File: src/rtl/planificador_conversion_bcd_pkg.sv
// paquete_calculadora: definitions shared by the calculator's BCD conversion
// scheduler.
//   ANCHO_BCD_DEF / ANCHO_BIN_DEF : default operand and result widths
//   estado_t                      : scheduler FSM state encoding
//   id_sol_t                      : requester identifier (A or B)
package paquete_calculadora;

    localparam int ANCHO_BCD_DEF = 20;   // 5 BCD digits
    localparam int ANCHO_BIN_DEF = 33;   // binary result

    typedef enum logic [1:0] {
        REPOSO   = 2'd0,
        ARRANQUE = 2'd1,
        ESPERA   = 2'd2,
        ENTREGA  = 2'd3
    } estado_t;

    typedef enum logic {
        SOL_A = 1'b0,
        SOL_B = 1'b1
    } id_sol_t;

endpackage

File: src/rtl/planificador_conversion_bcd_if.sv
// Bus between the two operand requesters, the shared BCD-to-binary
// converter and the scheduler.
//   slave  : scheduler side (receives requests and converter status)
//   master : requester/converter side
//   sol_x/bcd_x        request level and operand from requester x
//   ack_x              accept pulse, listo_x result pulse, resultado_x result
//   conv_inicio/bcd    start pulse and operand sent to the converter
//   conv_resultado/terminado  converter result and done level
//   ocupado/error_tiempo      status flags
interface planificador_conversion_bcd_if
    import paquete_calculadora::*;
#(
    parameter int ANCHO_BCD = ANCHO_BCD_DEF,
    parameter int ANCHO_BIN = ANCHO_BIN_DEF
) ();
    logic                 sol_a, sol_b;
    logic [ANCHO_BCD-1:0] bcd_a, bcd_b;
    logic                 ack_a, ack_b;
    logic                 listo_a, listo_b;
    logic [ANCHO_BIN-1:0] resultado_a, resultado_b;
    logic                 conv_inicio;
    logic [ANCHO_BCD-1:0] conv_bcd;
    logic [ANCHO_BIN-1:0] conv_resultado;
    logic                 conv_terminado;
    logic                 ocupado;
    logic                 error_tiempo;

    modport slave (
        input  sol_a, sol_b, bcd_a, bcd_b, conv_resultado, conv_terminado,
        output ack_a, ack_b, listo_a, listo_b, resultado_a, resultado_b,
               conv_inicio, conv_bcd, ocupado, error_tiempo
    );

    modport master (
        output sol_a, sol_b, bcd_a, bcd_b, conv_resultado, conv_terminado,
        input  ack_a, ack_b, listo_a, listo_b, resultado_a, resultado_b,
               conv_inicio, conv_bcd, ocupado, error_tiempo
    );
endinterface

File: src/rtl/planificador_conversion_bcd_detector_flanco.sv
// detector_flanco: rising-edge detector against a registered copy of the input.
//   reloj, reset (async, active low), entrada: level to watch
//   flanco: high while entrada=1 and its value at the previous edge was 0
module detector_flanco (
    input  logic reloj,
    input  logic reset,
    input  logic entrada,
    output logic flanco
);
    logic previo_q;

    always_ff @(posedge reloj or negedge reset) begin
        if (!reset) previo_q <= 1'b0;
        else        previo_q <= entrada;
    end

    assign flanco = entrada & ~previo_q;
endmodule

File: src/rtl/planificador_conversion_bcd.sv
// planificador_conversion_bcd: round-robin scheduler that shares one
// BCD-to-binary converter between requesters A and B, with a watchdog on
// converter completion.
//   reloj : clock, rising edge
//   reset : asynchronous, active-low reset
//   bus   : request/response/converter signals (slave modport)
module planificador_conversion_bcd
    import paquete_calculadora::*;
#(
    parameter int ANCHO_BCD     = ANCHO_BCD_DEF,
    parameter int ANCHO_BIN     = ANCHO_BIN_DEF,
    parameter int LIMITE_ESPERA = 64
) (
    input  logic                          reloj,
    input  logic                          reset,
    planificador_conversion_bcd_if.slave  bus
);
    localparam int ANCHO_CNT = $clog2(LIMITE_ESPERA);
    localparam logic [ANCHO_CNT-1:0] CNT_MAX = ANCHO_CNT'(LIMITE_ESPERA - 1);

    estado_t              estado_q, estado_d;
    logic [ANCHO_CNT-1:0] cnt_q, cnt_d;
    id_sol_t              ultimo_q, ultimo_d;       // winner of the last accept
    logic                 hay_ultimo_q, hay_ultimo_d;
    logic [ANCHO_BCD-1:0] bcd_q, bcd_d;
    logic [ANCHO_BIN-1:0] res_a_q, res_a_d, res_b_q, res_b_d;
    logic                 ack_a_q, ack_a_d, ack_b_q, ack_b_d;
    logic                 listo_a_q, listo_a_d, listo_b_q, listo_b_d;
    logic                 inicio_q, inicio_d;
    logic                 ocupado_q, ocupado_d;
    logic                 error_q, error_d;
    logic                 flanco_fin;
    logic                 gana_b;

    // A level left high by an earlier conversion produces no edge here,
    // so it can never complete a new request.
    detector_flanco u_flanco (
        .reloj   (reloj),
        .reset   (reset),
        .entrada (bus.conv_terminado),
        .flanco  (flanco_fin)
    );

    // B wins when alone, or when both ask and A was the last one served.
    assign gana_b = bus.sol_b &&
                    (!bus.sol_a || (hay_ultimo_q && ultimo_q == SOL_A));

    always_comb begin
        estado_d     = estado_q;
        cnt_d        = cnt_q;
        ultimo_d     = ultimo_q;
        hay_ultimo_d = hay_ultimo_q;
        bcd_d        = bcd_q;
        res_a_d      = res_a_q;
        res_b_d      = res_b_q;
        ack_a_d      = 1'b0;
        ack_b_d      = 1'b0;
        listo_a_d    = 1'b0;
        listo_b_d    = 1'b0;
        inicio_d     = 1'b0;
        error_d      = error_q;
        case (estado_q)
            REPOSO: begin
                if (bus.sol_a || bus.sol_b) begin
                    ultimo_d     = gana_b ? SOL_B : SOL_A;
                    hay_ultimo_d = 1'b1;
                    bcd_d        = gana_b ? bus.bcd_b : bus.bcd_a;
                    ack_a_d      = !gana_b;
                    ack_b_d      = gana_b;
                    error_d      = 1'b0;
                    cnt_d        = '0;
                    estado_d     = ARRANQUE;
                end
            end
            ARRANQUE: begin
                inicio_d = 1'b1;
                estado_d = ESPERA;
            end
            ESPERA: begin
                if (flanco_fin) begin
                    if (ultimo_q == SOL_A) begin
                        res_a_d   = bus.conv_resultado;
                        listo_a_d = 1'b1;
                    end else begin
                        res_b_d   = bus.conv_resultado;
                        listo_b_d = 1'b1;
                    end
                    estado_d = ENTREGA;
                end else if (cnt_q == CNT_MAX) begin
                    error_d  = 1'b1;
                    estado_d = REPOSO;
                end else begin
                    cnt_d = cnt_q + ANCHO_CNT'(1);
                end
            end
            ENTREGA: estado_d = REPOSO;
            default: estado_d = REPOSO;
        endcase
        ocupado_d = (estado_d != REPOSO);
    end

    always_ff @(posedge reloj or negedge reset) begin
        if (!reset) begin
            estado_q     <= REPOSO;
            cnt_q        <= '0;
            ultimo_q     <= SOL_A;
            hay_ultimo_q <= 1'b0;
            bcd_q        <= '0;
            res_a_q      <= '0;
            res_b_q      <= '0;
            ack_a_q      <= 1'b0;
            ack_b_q      <= 1'b0;
            listo_a_q    <= 1'b0;
            listo_b_q    <= 1'b0;
            inicio_q     <= 1'b0;
            ocupado_q    <= 1'b0;
            error_q      <= 1'b0;
        end else begin
            estado_q     <= estado_d;
            cnt_q        <= cnt_d;
            ultimo_q     <= ultimo_d;
            hay_ultimo_q <= hay_ultimo_d;
            bcd_q        <= bcd_d;
            res_a_q      <= res_a_d;
            res_b_q      <= res_b_d;
            ack_a_q      <= ack_a_d;
            ack_b_q      <= ack_b_d;
            listo_a_q    <= listo_a_d;
            listo_b_q    <= listo_b_d;
            inicio_q     <= inicio_d;
            ocupado_q    <= ocupado_d;
            error_q      <= error_d;
        end
    end

    assign bus.ack_a        = ack_a_q;
    assign bus.ack_b        = ack_b_q;
    assign bus.listo_a      = listo_a_q;
    assign bus.listo_b      = listo_b_q;
    assign bus.resultado_a  = res_a_q;
    assign bus.resultado_b  = res_b_q;
    assign bus.conv_inicio  = inicio_q;
    assign bus.conv_bcd     = bcd_q;
    assign bus.ocupado      = ocupado_q;
    assign bus.error_tiempo = error_q;
endmodule

File: src/flat_wrapper.sv
// flat-port wrapper written by rule: the top's interface ports become plain ports
module planificador_conversion_bcd_flat import paquete_calculadora::*;
#(
    parameter int ANCHO_BCD     = ANCHO_BCD_DEF,
    parameter int ANCHO_BIN     = ANCHO_BIN_DEF,
    parameter int LIMITE_ESPERA = 64
)
  (reloj, reset, bus_sol_a, bus_sol_b, bus_bcd_a, bus_bcd_b, bus_conv_resultado, bus_conv_terminado, bus_ack_a, bus_ack_b, bus_listo_a, bus_listo_b, bus_resultado_a, bus_resultado_b, bus_conv_inicio, bus_conv_bcd, bus_ocupado, bus_error_tiempo);
  planificador_conversion_bcd_if #(.ANCHO_BCD(ANCHO_BCD), .ANCHO_BIN(ANCHO_BIN)) bus_i ();
  input  logic reloj;
  input  logic reset;
  input wire logic [$bits(bus_i.sol_a)-1:0] bus_sol_a;
  input wire logic [$bits(bus_i.sol_b)-1:0] bus_sol_b;
  input wire logic [$bits(bus_i.bcd_a)-1:0] bus_bcd_a;
  input wire logic [$bits(bus_i.bcd_b)-1:0] bus_bcd_b;
  input wire logic [$bits(bus_i.conv_resultado)-1:0] bus_conv_resultado;
  input wire logic [$bits(bus_i.conv_terminado)-1:0] bus_conv_terminado;
  output wire logic [$bits(bus_i.ack_a)-1:0] bus_ack_a;
  output wire logic [$bits(bus_i.ack_b)-1:0] bus_ack_b;
  output wire logic [$bits(bus_i.listo_a)-1:0] bus_listo_a;
  output wire logic [$bits(bus_i.listo_b)-1:0] bus_listo_b;
  output wire logic [$bits(bus_i.resultado_a)-1:0] bus_resultado_a;
  output wire logic [$bits(bus_i.resultado_b)-1:0] bus_resultado_b;
  output wire logic [$bits(bus_i.conv_inicio)-1:0] bus_conv_inicio;
  output wire logic [$bits(bus_i.conv_bcd)-1:0] bus_conv_bcd;
  output wire logic [$bits(bus_i.ocupado)-1:0] bus_ocupado;
  output wire logic [$bits(bus_i.error_tiempo)-1:0] bus_error_tiempo;
  assign bus_i.sol_a = bus_sol_a;
  assign bus_i.sol_b = bus_sol_b;
  assign bus_i.bcd_a = bus_bcd_a;
  assign bus_i.bcd_b = bus_bcd_b;
  assign bus_i.conv_resultado = bus_conv_resultado;
  assign bus_i.conv_terminado = bus_conv_terminado;
  assign bus_ack_a = bus_i.ack_a;
  assign bus_ack_b = bus_i.ack_b;
  assign bus_listo_a = bus_i.listo_a;
  assign bus_listo_b = bus_i.listo_b;
  assign bus_resultado_a = bus_i.resultado_a;
  assign bus_resultado_b = bus_i.resultado_b;
  assign bus_conv_inicio = bus_i.conv_inicio;
  assign bus_conv_bcd = bus_i.conv_bcd;
  assign bus_ocupado = bus_i.ocupado;
  assign bus_error_tiempo = bus_i.error_tiempo;
  planificador_conversion_bcd #(.ANCHO_BCD(ANCHO_BCD), .ANCHO_BIN(ANCHO_BIN), .LIMITE_ESPERA(LIMITE_ESPERA)) u_core (.reloj(reloj), .reset(reset), .bus(bus_i));
endmodule
File: config.mk
export PLATFORM = sky130hd
export DESIGN_NAME = planificador_conversion_bcd_flat
export DESIGN_NICKNAME = d
export VERILOG_FILES = /design/src/rtl/planificador_conversion_bcd_pkg.sv /design/src/rtl/planificador_conversion_bcd_if.sv /design/src/rtl/planificador_conversion_bcd_detector_flanco.sv /design/src/rtl/planificador_conversion_bcd.sv /design/src/flat_wrapper.sv
export SDC_FILE = /design/constraint.sdc
export NUM_CORES = 1
export LEC_CHECK = 0
export ABC_AREA = 1
export CORE_UTILIZATION = 43
export DETAILED_ROUTE_END_ITERATION = 6
export PLACE_DENSITY = 0.8
export REMOVE_ABC_BUFFERS = 1
export SLEW_MARGIN = 15
export SYNTH_ARGS = -nofsm -noshare
export SYNTH_HDL_FRONTEND = slang
export SYNTH_SLANG_ARGS = --single-unit
File: constraint.sdc
create_clock -name reloj -period 1.53 [get_ports reloj]
set_input_delay 0.2295 -clock reloj [delete_from_list [all_inputs] [get_ports reloj]]
set_output_delay 0.2295 -clock reloj [all_outputs]
set_load 0.05 [all_outputs]
==> results.toml <==
[logic_synthesis]
synth.avg_cell_area_um2 = 9.10
netlist_instances = 463
synth_top_cell_area_share_pct = 61.8
synth_area_leaders = "dfrtp_1, nand2_1, o21ai_0, nand3_1, inv_1"
synth-seq-cells = 104
synth_warnings = 0
synth_cell_types = 24
syn-cell-area_um2 = 4210
synth.yosys.seq_area_share_pct = 61.8
yosys.area.top_type = "dfrtp_1"

[placed_design]
place_area_um2 = 5920
place_congestion = 0.838
dp_hpwl_mm = 7.78
port-buffer-count = 170

[critical_path]
crit_arrival_ns = 1.73
cp.depth = 7
critical_path.top_delay_family = "simple AND/OR/NAND/NOR gates"
crit_fanout = 20
slowest_stage = "dfrtp_1"
rr_endpoint = "u_core.bus.conv_bcd[18]$_DFFE_PN0P_"
cp-start-kind = "register"
critPathKind = "register to register"
r2r-start = "u_core.estado_q[1]$_DFF_PN0_"
path_cells = "nor2_1 > o21ai_2 > buf_4 > nor2_1 > buf_12 > nand2_1 > nand3_1"
crit_end = "u_core.bus.conv_bcd[18]$_DFFE_PN0P_"
worstRegToRegCells = 7
crit_path_end_kind = "register"
rrSetupSlack_ns = 0.09
required_ns = 1.82
startpoint = "u_core.estado_q[1]$_DFF_PN0_"
max_stage_delay_ns = 0.39
crit_top_cell = "nor2_1"
cp.buffers_inverters = 2

[cells_and_area]
drive_gt1_share_pct = 22.8
area_growth_syn_to_layout_pct = 46.2
final_area_um2 = 6160
utilization_pct = 65.7
finish.net_count = 723
nFillCells = 776
diodes = 0

[clock_tree]
clk_latency_ns = 0.36
cts_buffer_depth = 2
path_clk_slew_ns = 0.11
cts_tree = "built"
cts-htree-levels = 3
numClockSinks = 104
cts_inserted_buffers = 9
clock-root-buffer = "clkbuf_8"

[pwr]
p_leak_nw = 3.13
ir_drop_mv = 1.53
power-per-cell-area_nw_per_um2 = 2430

[global_routing]
grt_first_pass_wirelength_mm = 16.8
grt_max_degree = 52
grt-ovfl-total = 0
grt_pass1_vias = 3585
grt_usage_pct = 21.6
antenna_found_initial = 0

[timing]
tightest_slew_ns = 0.479
hold_slack_ns = 0.331
period_minus_slack_ns = 1.44
max_clock_freq_ghz = 0.694
rsz0062_at_grt = "false"
worst_slew_margin_rel_pct = 68.0
setup_violations = 0
fin_skew_ns = 0.0106
finalSetupTns_ns = 0
finalHoldViolations = 0
finalCritPeriodShare_pct = 94.1
final_max_slew_viol_count = 0

[drt]
routed_wl_mm = 10.6
dr.first_iter.drc_count = 102
vias = 3661
wl_per_cell_um = 13.7
drc = 0
first_pass_iters = 5
ant_nets = 0
via_per_inst = 4.71

[hold_path]
hp-class = "input port to async pin"

[die]
ios = 171
die_area_um2 = 10200
core_um2 = 9370
fp.dieH_um = 101
start_util_pct = 45.0
rows = 35
die_w_um = 101

[run]
max_cap_violations = 0

[status]
outcome = "finished, final reports clean"
[cell type report]
class | instances | area, um2 | area share, %
tap | 129 | 161 | 2.62
sequential | 104 | 2600 | 42.3
clock inverter | 6 | 78.8 | 1.28
inverter | 33 | 124 | 2.01
clock buffer | 9 | 124 | 2.01
timing repair buffer | 191 | 1700 | 27.6
multi-input combinational | 305 | 1370 | 22.2
[power breakdown]
part	total, mW	switching (mW)	internal, mW
Clock	1.75	0.965	0.780
Combinational	8.60	6.04	2.56
Sequential	4.62	0.681	3.94
Total	15.0	7.69	7.27
[layer usage]
layer / global-route usage [%] / share of wire, % / vias up
li1: - / - / 1806
met1: 26.1 / 41 / 1705
met3: 3.12 / 4.4 / 27
met5: 0 / 0 / -
met2: 37.4 / 52 / 123
met4: 11.5 / 3.4 / 0
[what timing repair did]
item,CTS,global route
endpoints found under the hold margin,27,0
endpoints found under the setup margin,20,10
resized for setup,1,1
hold buffers,1,0
buffers inserted,0,2
[logic make-up (layout without fill, tap and decap cells)]
family / after synthesis / after routing / synth area share [%]
adder cells (fa/ha/maj): 1 / 1 / 0.297
flip-flops: 104 / 104 / 61.8
buffers and inverters: 54 / 239 / 6.03
AO/OA/AOI/OAI: 62 / 62 / 7.99
AND/OR/NAND/NOR: 242 / 242 / 23.9
[cell usage after synthesis]
library cell  instances
o21ai_0              34
or2_2                 1
nor2_2                1
nand2_1             177
clkbuf_1              6
buf_6                 4
o21ai_1               2
buf_2                 8
nand2_4               2
nand2_2               3
nor2_1               26
o21bai_1              3
nand3_1              27
buf_4                 3
inv_2                 3
ha_1                  1
nand4_1               1
nor2_4                1
dfrtp_1             104
a21oi_1              18
inv_1                30
nor2_8                1
nand3_2               2
o21ai_2               5
[per-stage QoR]
stage               cells  power, mW  worst slack, ns
floorplan             442       10.2           -0.278
global placement      759       13.0           -0.199
detailed placement    759       13.2           -0.305
CTS                   775       15.0           0.0308
global route          777       15.7           0.0122
finish                777       15.0           0.0895
[state kept, by name, indices dropped and copies added (netlist names), 2 cells and up]
name,flops
u_core.cnt_q,6
u_core.estado_q,2
u_core.bus.resultado_a,33
u_core.bus.resultado_b,33
u_core.bus.conv_bcd,20
[worst reg2reg max path, cell delays in order, from the launching register on]
cell     delay (ns)
dfrtp_1        0.39
nor2_1         0.17
o21ai_2        0.12
buf_4          0.18
nor2_1         0.19
buf_12         0.18
nand2_1        0.08
nand3_1        0.07
[worst min-delay path by stage]
stage	start	end	slack, ns	cells after the start
final	reset	u_core.bus.resultado_a[16]$_DFFE_PN0P_	0.33	2
after global routing	bus_conv_terminado	u_core.u_flanco.previo_q$_DFF_PN0_	0.33	1
after CTS	reset	u_core.bus.resultado_b[18]$_DFFE_PN0P_	0.32	2
after detailed placement	reset	u_core.bus.resultado_b[18]$_DFFE_PN0P_	0.19	1
after global placement	reset	u_core.bus.resultado_b[18]$_DFFE_PN0P_	0.19	1
after floorplan	reset	u_core.bus.ack_a$_DFF_PN0_	-0.07	0
[cell usage in the layout (no fill, tap or decap)]
master and count:
nand2_4 3, nand2_1 177, a21oi_1 18, o21ai_1 2, nand2_2 2, or2_2 1, ha_1 1, nand3_1 27
clkdlybuf4s50_1 76, nor2_8 1, clkinv_4 3, buf_12 6, o21ai_2 5, nand4_1 1, o21ai_0 34, inv_1 30
clkbuf_8 9, nand3_2 2, nor2_4 2, dfrtp_1 104, bufinv_16 1, nor2_1 26, dlygate4sd3_1 1, inv_2 3
buf_4 108, o21bai_1 3, inv_8 2
(Power assumes the default switching activity.)
